**config.mk**
```make
export PLATFORM = sky130hd
export DESIGN_NAME = inv_clarke_flat
export DESIGN_NICKNAME = d
export VERILOG_FILES = /design/src/rtl/motor_ctrl_pkg.sv /design/src/rtl/inv_clarke_if.sv /design/src/rtl/sat_add.sv /design/src/rtl/inv_clarke.sv /design/src/flat_wrapper.sv
export SDC_FILE = /design/constraint.sdc
export NUM_CORES = 1
export LEC_CHECK = 0
export ABC_AREA = 1
export CAP_MARGIN = 20
export CORE_MARGIN = 2
export CORE_UTILIZATION = 40
export CTS_CLUSTER_DIAMETER = 80
export DETAILED_ROUTE_END_ITERATION = 10
export MAX_ROUTING_LAYER = met4
export SLEW_MARGIN = 20
export SYNTH_ARGS = -nofsm -noshare
export SYNTH_HDL_FRONTEND = slang
export SYNTH_SLANG_ARGS = --single-unit
export TNS_END_PERCENT = 10
```
**constraint.sdc**
```tcl
create_clock -name clk -period 7 [get_ports clk]
set_input_delay 1.05 -clock clk [delete_from_list [all_inputs] [get_ports clk]]
set_output_delay 1.05 -clock clk [all_outputs]
set_load 0.005 [all_outputs]
```
**src/rtl/motor_ctrl_pkg.sv**
```systemverilog
// Shared fixed-point constants and sample type for the Clarke / inverse Clarke path.
package motor_ctrl_pkg;
  localparam int W  = 32;
  localparam int KW = 16;

  typedef logic signed [W-1:0] sample_t;

  localparam logic signed [KW-1:0] K_SQRT3_2 = 16'sd28378;
  localparam sample_t SAT_MAX = {1'b0, {(W-1){1'b1}}};
  localparam sample_t SAT_MIN = {1'b1, {(W-1){1'b0}}};
endpackage

```
**src/rtl/inv_clarke_if.sv**
```systemverilog
// Stream interface: alpha/beta in, a/b/c out, both with valid/ready.
interface inv_clarke_if;
  import motor_ctrl_pkg::*;

  logic    in_valid;
  logic    in_ready;
  sample_t alpha;
  sample_t beta;
  logic    out_valid;
  logic    out_ready;
  sample_t va;
  sample_t vb;
  sample_t vc;
  logic    sat;

  modport master (
    output in_valid, alpha, beta, out_ready,
    input  in_ready, out_valid, va, vb, vc, sat
  );

  modport slave (
    input  in_valid, alpha, beta, out_ready,
    output in_ready, out_valid, va, vb, vc, sat
  );
endinterface

```
**src/rtl/sat_add.sv**
```systemverilog
// (W+2)-bit signed add/subtract, saturated to W bits with an overflow flag.
module sat_add
  import motor_ctrl_pkg::*;
(
  input  logic signed [W+1:0] a,
  input  logic signed [W+1:0] b,
  input  logic                sub,
  output sample_t             y,
  output logic                ovf
);
  logic signed [W+1:0] s;

  always_comb begin
    s   = sub ? (a - b) : (a + b);
    // Result fits W bits only when the top three bits agree.
    ovf = (s[W+1:W-1] != 3'b000) && (s[W+1:W-1] != 3'b111);
    y   = ovf ? (s[W+1] ? SAT_MIN : SAT_MAX) : s[W-1:0];
  end
endmodule

```
**src/rtl/inv_clarke.sv**
```systemverilog
// Inverse Clarke transform, 3-stage pipeline with a single global stall.
module inv_clarke
  import motor_ctrl_pkg::*;
(
  input logic         clk,
  input logic         rst,
  inv_clarke_if.slave bus
);
  localparam logic signed [W+KW-1:0] RND = (W+KW)'(1) <<< (KW-2);

  logic    en;
  logic [3:1] vld_q, vld_d;
  sample_t alpha1_q, alpha1_d, beta1_q, beta1_d;
  sample_t alpha2_q, alpha2_d, h2_q, h2_d, pr2_q, pr2_d;
  sample_t va_q, va_d, vb_q, vb_d, vc_q, vc_d;
  logic    sat_q, sat_d;

  logic signed [W+KW-1:0] p;
  logic signed [W+1:0]    neg_h, pr_x;
  sample_t                sb, sc;
  logic                   ovf_b, ovf_c;

  // Only a held output word can stall the pipe; empty stages never block.
  assign en           = ~(vld_q[3] & ~bus.out_ready);
  assign bus.in_ready = en;

  assign neg_h = -((W+2)'(h2_q));
  assign pr_x  = (W+2)'(pr2_q);

  sat_add u_sat_b (.a(neg_h), .b(pr_x), .sub(1'b0), .y(sb), .ovf(ovf_b));
  sat_add u_sat_c (.a(neg_h), .b(pr_x), .sub(1'b1), .y(sc), .ovf(ovf_c));

  always_comb begin
    vld_d    = vld_q;
    alpha1_d = alpha1_q;
    beta1_d  = beta1_q;
    alpha2_d = alpha2_q;
    h2_d     = h2_q;
    pr2_d    = pr2_q;
    va_d     = va_q;
    vb_d     = vb_q;
    vc_d     = vc_q;
    sat_d    = sat_q;
    p        = beta1_q * K_SQRT3_2;
    if (en) begin
      vld_d    = {vld_q[2:1], bus.in_valid};
      alpha1_d = bus.alpha;
      beta1_d  = bus.beta;
      alpha2_d = alpha1_q;
      h2_d     = alpha1_q >>> 1;
      // Round half-up; the scaled product always fits back into W bits.
      pr2_d    = sample_t'((p + RND) >>> (KW-1));
      va_d     = alpha2_q;
      vb_d     = sb;
      vc_d     = sc;
      sat_d    = ovf_b | ovf_c;
    end
  end

  always_ff @(posedge clk) begin
    if (rst) begin
      vld_q    <= '0;
      alpha1_q <= '0;
      beta1_q  <= '0;
      alpha2_q <= '0;
      h2_q     <= '0;
      pr2_q    <= '0;
      va_q     <= '0;
      vb_q     <= '0;
      vc_q     <= '0;
      sat_q    <= 1'b0;
    end else begin
      vld_q    <= vld_d;
      alpha1_q <= alpha1_d;
      beta1_q  <= beta1_d;
      alpha2_q <= alpha2_d;
      h2_q     <= h2_d;
      pr2_q    <= pr2_d;
      va_q     <= va_d;
      vb_q     <= vb_d;
      vc_q     <= vc_d;
      sat_q    <= sat_d;
    end
  end

  assign bus.out_valid = vld_q[3];
  assign bus.va        = va_q;
  assign bus.vb        = vb_q;
  assign bus.vc        = vc_q;
  assign bus.sat       = sat_q;
endmodule

```
**src/flat_wrapper.sv**
```systemverilog
// flat-port wrapper written by rule: the top's interface ports become plain ports
module inv_clarke_flat import motor_ctrl_pkg::*;
  (clk, rst, bus_in_valid, bus_alpha, bus_beta, bus_out_ready, bus_in_ready, bus_out_valid, bus_va, bus_vb, bus_vc, bus_sat);
  inv_clarke_if bus_i ();
  input logic clk;
  input logic rst;
  input wire logic [$bits(bus_i.in_valid)-1:0] bus_in_valid;
  input wire logic [$bits(bus_i.alpha)-1:0] bus_alpha;
  input wire logic [$bits(bus_i.beta)-1:0] bus_beta;
  input wire logic [$bits(bus_i.out_ready)-1:0] bus_out_ready;
  output wire logic [$bits(bus_i.in_ready)-1:0] bus_in_ready;
  output wire logic [$bits(bus_i.out_valid)-1:0] bus_out_valid;
  output wire logic [$bits(bus_i.va)-1:0] bus_va;
  output wire logic [$bits(bus_i.vb)-1:0] bus_vb;
  output wire logic [$bits(bus_i.vc)-1:0] bus_vc;
  output wire logic [$bits(bus_i.sat)-1:0] bus_sat;
  assign bus_i.in_valid = bus_in_valid;
  assign bus_i.alpha = bus_alpha;
  assign bus_i.beta = bus_beta;
  assign bus_i.out_ready = bus_out_ready;
  assign bus_in_ready = bus_i.in_ready;
  assign bus_out_valid = bus_i.out_valid;
  assign bus_va = bus_i.va;
  assign bus_vb = bus_i.vb;
  assign bus_vc = bus_i.vc;
  assign bus_sat = bus_i.sat;
  inv_clarke u_core (.clk(clk), .rst(rst), .bus(bus_i));
endmodule
```
Yosys cells after proc, flatten, opt, wreduce, memory -nomap -nowiden
Cells that the tools add are included.
{"block": "word_totals", "register_bits": 259, "inputBits": 68, "output_inout_bits": 99, "word_cells": 29}
{"block": "classes", "add_sub_neg": 4, "multipliers": 1, "n_eq_ne": 2, "mux": 4, "bitwise": 4, "reduce_logical": 4}
{"op": "32-bit two-way mux", "n": 4}
{"op": "47-bit by 16-bit adder with 47-bit output (second input constant)", "n": 1}
{"op": "32-bit by 15-bit multiplier with 46-bit output (second input constant)", "n": 1}
{"op": "34-bit by 32-bit adder with 34-bit output", "n": 1}
{"op": "31-bit negator with 34-bit output", "n": 1}
{"op": "34-bit by 32-bit subtractor with 34-bit output", "n": 1}
{"op": "3-bit inequality test (second input constant)", "n": 2}
{"op": "3-bit nonzero test", "n": 2}
{"op": "1-bit logical AND", "n": 2}
{"op": "1-bit inverter", "n": 2}
{"op": "1-bit bitwise AND", "n": 1}
{"op": "1-bit bitwise OR", "n": 1}

Logic depth before layout (Yosys ltp)
{"block": "logic_depth", "word_depth": 5, "mapped_depth": 32, "ltp_nobuf": 32}

Cells and area by module
A second synthesis with hierarchy kept.
{"block": "unflattened", "cells_unflattened": 4096, "area_unflattened_um2": 27552.7}
{"mod": "inv_clarke", "instances": 1, "cells_per_inst": 2822, "area_per_inst_um2": 20936.3, "seq_area_each_um2": 4564.4}
{"mod": "sat_add", "instances": 2, "cells_per_inst": 637, "area_per_inst_um2": 3308.2, "seq_area_each_um2": 0.0}

Least setup slack after synthesis
OpenSTA, ideal clock, no wires.
{"block": "synth_path", "path_type": "register to register", "startpoint": "reg u_core.beta1_q[5]", "endpoint": "reg u_core.pr2_q[31]", "setup_ns": 0.109, "arrival_time_ns": 5.594, "required_time_ns": 6.891, "slack_ns": 1.298, "stages_incl_launch_ff": 33, "n_path_buf": 0, "synth_period_minus_slack_ns": 5.702, "path_cell_list": "dfxtp_1 ha_1 fa_1 inv_1 fa_1 inv_1 fa_1 fa_1 inv_1 fa_1 inv_1 ha_1 nand2_2 inv_1 nand2_1 nand2_1 inv_1 nand3_1 nand2_1 inv_1 nor2_2 ha_1 nand3_1 nor2_2 nand2_2 nor2_4 nand3_2 nor2_2 nand3_1 nand2_1 nand3_1 nand2_1 inv_1"}
{"block": "synth_via", "elab_chain_cells": 2}
{"item": "start: declaration", "line": "inv_clarke.sv:13", "source": "sample_t alpha1_q, alpha1_d, beta1_q, beta1_d;"}
{"item": "start signal: assignment", "line": "inv_clarke.sv:75", "source": "beta1_q <= beta1_d;"}
{"item": "32-bit by 15-bit multiplier with 46-bit output", "line": "inv_clarke.sv:44", "source": "p = beta1_q * K_SQRT3_2;"}
{"item": "47-bit by 16-bit adder with 47-bit output", "line": "inv_clarke.sv:52", "source": "pr2_d = sample_t'((p + RND) >>> (KW-1));"}
{"item": "end signal: assignment", "line": "inv_clarke.sv:78", "source": "pr2_q <= pr2_d;"}
{"item": "end: declaration", "line": "inv_clarke.sv:14", "source": "sample_t alpha2_q, alpha2_d, h2_q, h2_d, pr2_q, pr2_d;"}
No other way between the ends.
A chain may end at the register's enable or synchronous reset.

Worst setup path after layout
{"block": "layout_path", "startpoint": "reg u_core.beta1_q[13]", "endpoint": "reg u_core.pr2_q[22]"}
The elaborated chain is that of the path after synthesis.

==> flow_summary.toml <==
[synthesis]
synth_edf_count = 0
synth_adder_area_share = 0.297
ys_async_sr_fraction = 0
yosysSeqAreaShare = 0.181
synth_area_leaders = "fa_1 (19%), dfxtp_1 (18%), inv_1 (12%)"
synth_area_mm2 = 0.0253
synth.avg_cell_area_um2 = 7.12
synth_warnings = 0
muxShareOfSynthArea = 0
mappedNetlistNets = 4072
synth_simple_gate_area_share = 0.213
synth.distinct_cells = 53
synth_xor_area_frac = 0.0422
synth_flop_cell = "dfxtp_1"
yosysTopAreaCell = "fa_1"
ys_ff_latch = 228
synth-compound-area-share = 0.127
yosysTopAreaCellShare = 0.189
synth_top_family_by_area = "adder cells"
syn_inst = 3547

[timing]
timing.slew.headroom = 0.368
finalSetupViolations = 0
tns_ps = 0
fin_crit_sh = 0.893
fin_crit_ps = 6250
fin_skew_ps = 36.3
tightest_slew_ps = 948
rsz0062_at_grt = "false"
hold_violations = 0
timing.fmax_ghz = 0.160
slew_viol_final = 0

[global_routing]
track_usage = 0.224
grt_pass1_vias = 21200
grt_use_met3 = 0.0311
grt_pass1_wl_mm = 115
grt_max_degree = 186
grtUsageMet2 = 0.335
met1_usage = 0.326
antenna_found_initial = 0
grt_busiest_layer = "met2"
overflow = 0

[final_layout]
drive_above_1_share = 0.0451
fillers = 6600
syn2layout_area_growth_pct = 12.5
nNetsFinal = 4163
diodes = 0

[clock_tree]
clk_latency_ps = 610
cts_setup_buffers = 0
cts_buffer_depth = 3
holdBufCountCts = 0
tritoncts = "built"
cts_buffers = 27
htreeDepth = 1
path_clk_slew_ps = 60
root_buffer = "clkbuf_16"
post_cts_resized = 0
clkSinkCount = 228

[detailed_routing]
avgViaCountPerCell = 4.82
first_pass_iters = 6
ant_nets = 0
wl_per_cell_um = 15.6
wirelength_mm = 70.2
drt_iter0_markers = 1563
route.detailed.drc = 0
num_vias = 21700

[job]
drv_cap = 0

[critical_path]
required_ps = 7470
crit_path_end_kind = "register"
ff2ff_setup_slack_ps = 750
r2r-end = "u_core.pr2_q[22]"
reg2regPathDepth = 27
r2r-start = "u_core.beta1_q[13]"
start_kind = "register"
path_class = "register to register"
cp.arrival_ps = 6720
path_max_fanout = 7

[floorplanning]
die-area_mm2 = 0.0652
io_pins = 167
die_w_um = 255
die_h_um = 255
start_util = 0.403
core_mm2 = 0.0627
num_rows = 92

[placement]
gp_congestion = 0.954
hpwl_mm = 58.5
port_buffers = 166

[worst_hold_path]
min_path_type = "register to register"
holdPathEnd = "u_core.vld_q[2]"
hold_depth = 2
holdCritStartpoint = "u_core.vld_q[2]"

[status]
status = "finished clean"
## layout by cell type (no fill, tap or decap), types with 10 or more instances in the layout
cell type / count
a21o_1: 10
a21oi_1: 183
a21oi_2: 32
clkbuf_16: 27
clkdlybuf4s50_1: 166
dfxtp_1: 228
fa_1: 238
ha_1: 219
inv_1: 789
nand2_1: 587
nand2_2: 20
nand3_1: 118
nand3b_1: 14
nand4_1: 34
nor2_1: 414
nor2_2: 17
nor2_4: 10
nor3_1: 24
o21ai_0: 274
o21bai_1: 24
xnor2_1: 24
xor2_1: 92
## logic make-up (layout without fill, tap and decap cells)
kind of cell / count (synthesis) / in the layout
flops: 228 / 228
buf+inv: 907 / 1017
compound gates: 571 / 571
simple gates: 1265 / 1265
fa+ha+maj: 457 / 457
xor+xnor: 119 / 119
## synth_stat cells (all sizes together), types with 28 or more instances
cell and number:
nand4 34, nor3 28, a21oi 217, fa 238, nand3 126, nor2 441
o21ai 282, inv 794, buf 42, xor2 94, clkbuf 69, dfxtp 228
ha 219, nand2 610
## area by class of cell
cell class,count,area (um2),share of cell area
Sequential cell,228,4560,0.161
Clock inverter,16,191,0.00673
Tap cell,846,1060,0.0372
Clock buffer,32,724,0.0255
Inverter,796,3000,0.105
Multi-Input combinational cell,2412,17200,0.604
Timing Repair Buffer,173,1730,0.0607
## sequential cells by signal, indices dropped and copies added (netlist names), 3 cells and up
name / count
u_core.bus.vc: 32
u_core.alpha1_q: 32
u_core.bus.vb: 32
u_core.bus.va: 32
u_core.vld_q: 3
u_core.beta1_q: 32
u_core.pr2_q: 32
u_core.h2_q: 31
## worst max-delay path, cell delays in order, from the launching register on
cell	delay, ps
dfxtp_1	380
ha_1	370
inv_1	110
fa_1	540
inv_1	50
fa_1	520
fa_1	440
fa_1	550
inv_1	50
fa_1	500
inv_1	40
ha_1	370
nand2_1	160
inv_1	50
a21oi_1	290
o21ai_0	180
a21oi_1	220
nand2_1	70
nand2_1	60
nand2_1	160
nor2_1	280
nand2_1	140
inv_1	200
nand2_1	80
nand2_1	70
nand3_1	70
nand3_1	100
inv_1	50
## layer usage
| metal | share of wire | wire [um] | up-vias |
|---|---|---|---|
| li1 | - | - | 11100 |
| met1 | 0.51 | 35600 | 10100 |
| met2 | 0.42 | 29600 | 487 |
| met3 | 0.054 | 3760 | 59 |
| met4 | 0.016 | 1150 | 0 |
| met5 | 0 | 0 | - |
## worst max-delay path by stage
stage,endpoint,slack [ps],start
2_1_floorplan,u_core.pr2_q[31],1300,u_core.beta1_q[5]
3_3_place_gp,u_core.pr2_q[31],810,u_core.beta1_q[7]
3_5_place_dp,u_core.pr2_q[31],740,u_core.beta1_q[7]
4_1_cts,u_core.pr2_q[31],720,u_core.beta1_q[7]
5_1_grt,u_core.pr2_q[24],210,u_core.beta1_q[21]
6_report,u_core.pr2_q[22],750,u_core.beta1_q[13]
## through the flow
stage          utilization  hold slack (ps)  area [um2]  cells  setup WS [ps]
6_report             0.453              454       28400   4503            751
5_1_grt              0.453              484       28400   4503            207
4_1_cts              0.453              456       28400   4503            721
3_5_place_dp         0.439              446       27500   4455            745
3_3_place_gp         0.439              442       27500   4455            811
2_1_floorplan            -              430       25300   3547           1300
Power is left out: the tool's default activity adds up to more than one toggle a clock period on the data nets, which glitch-free logic cannot reach.
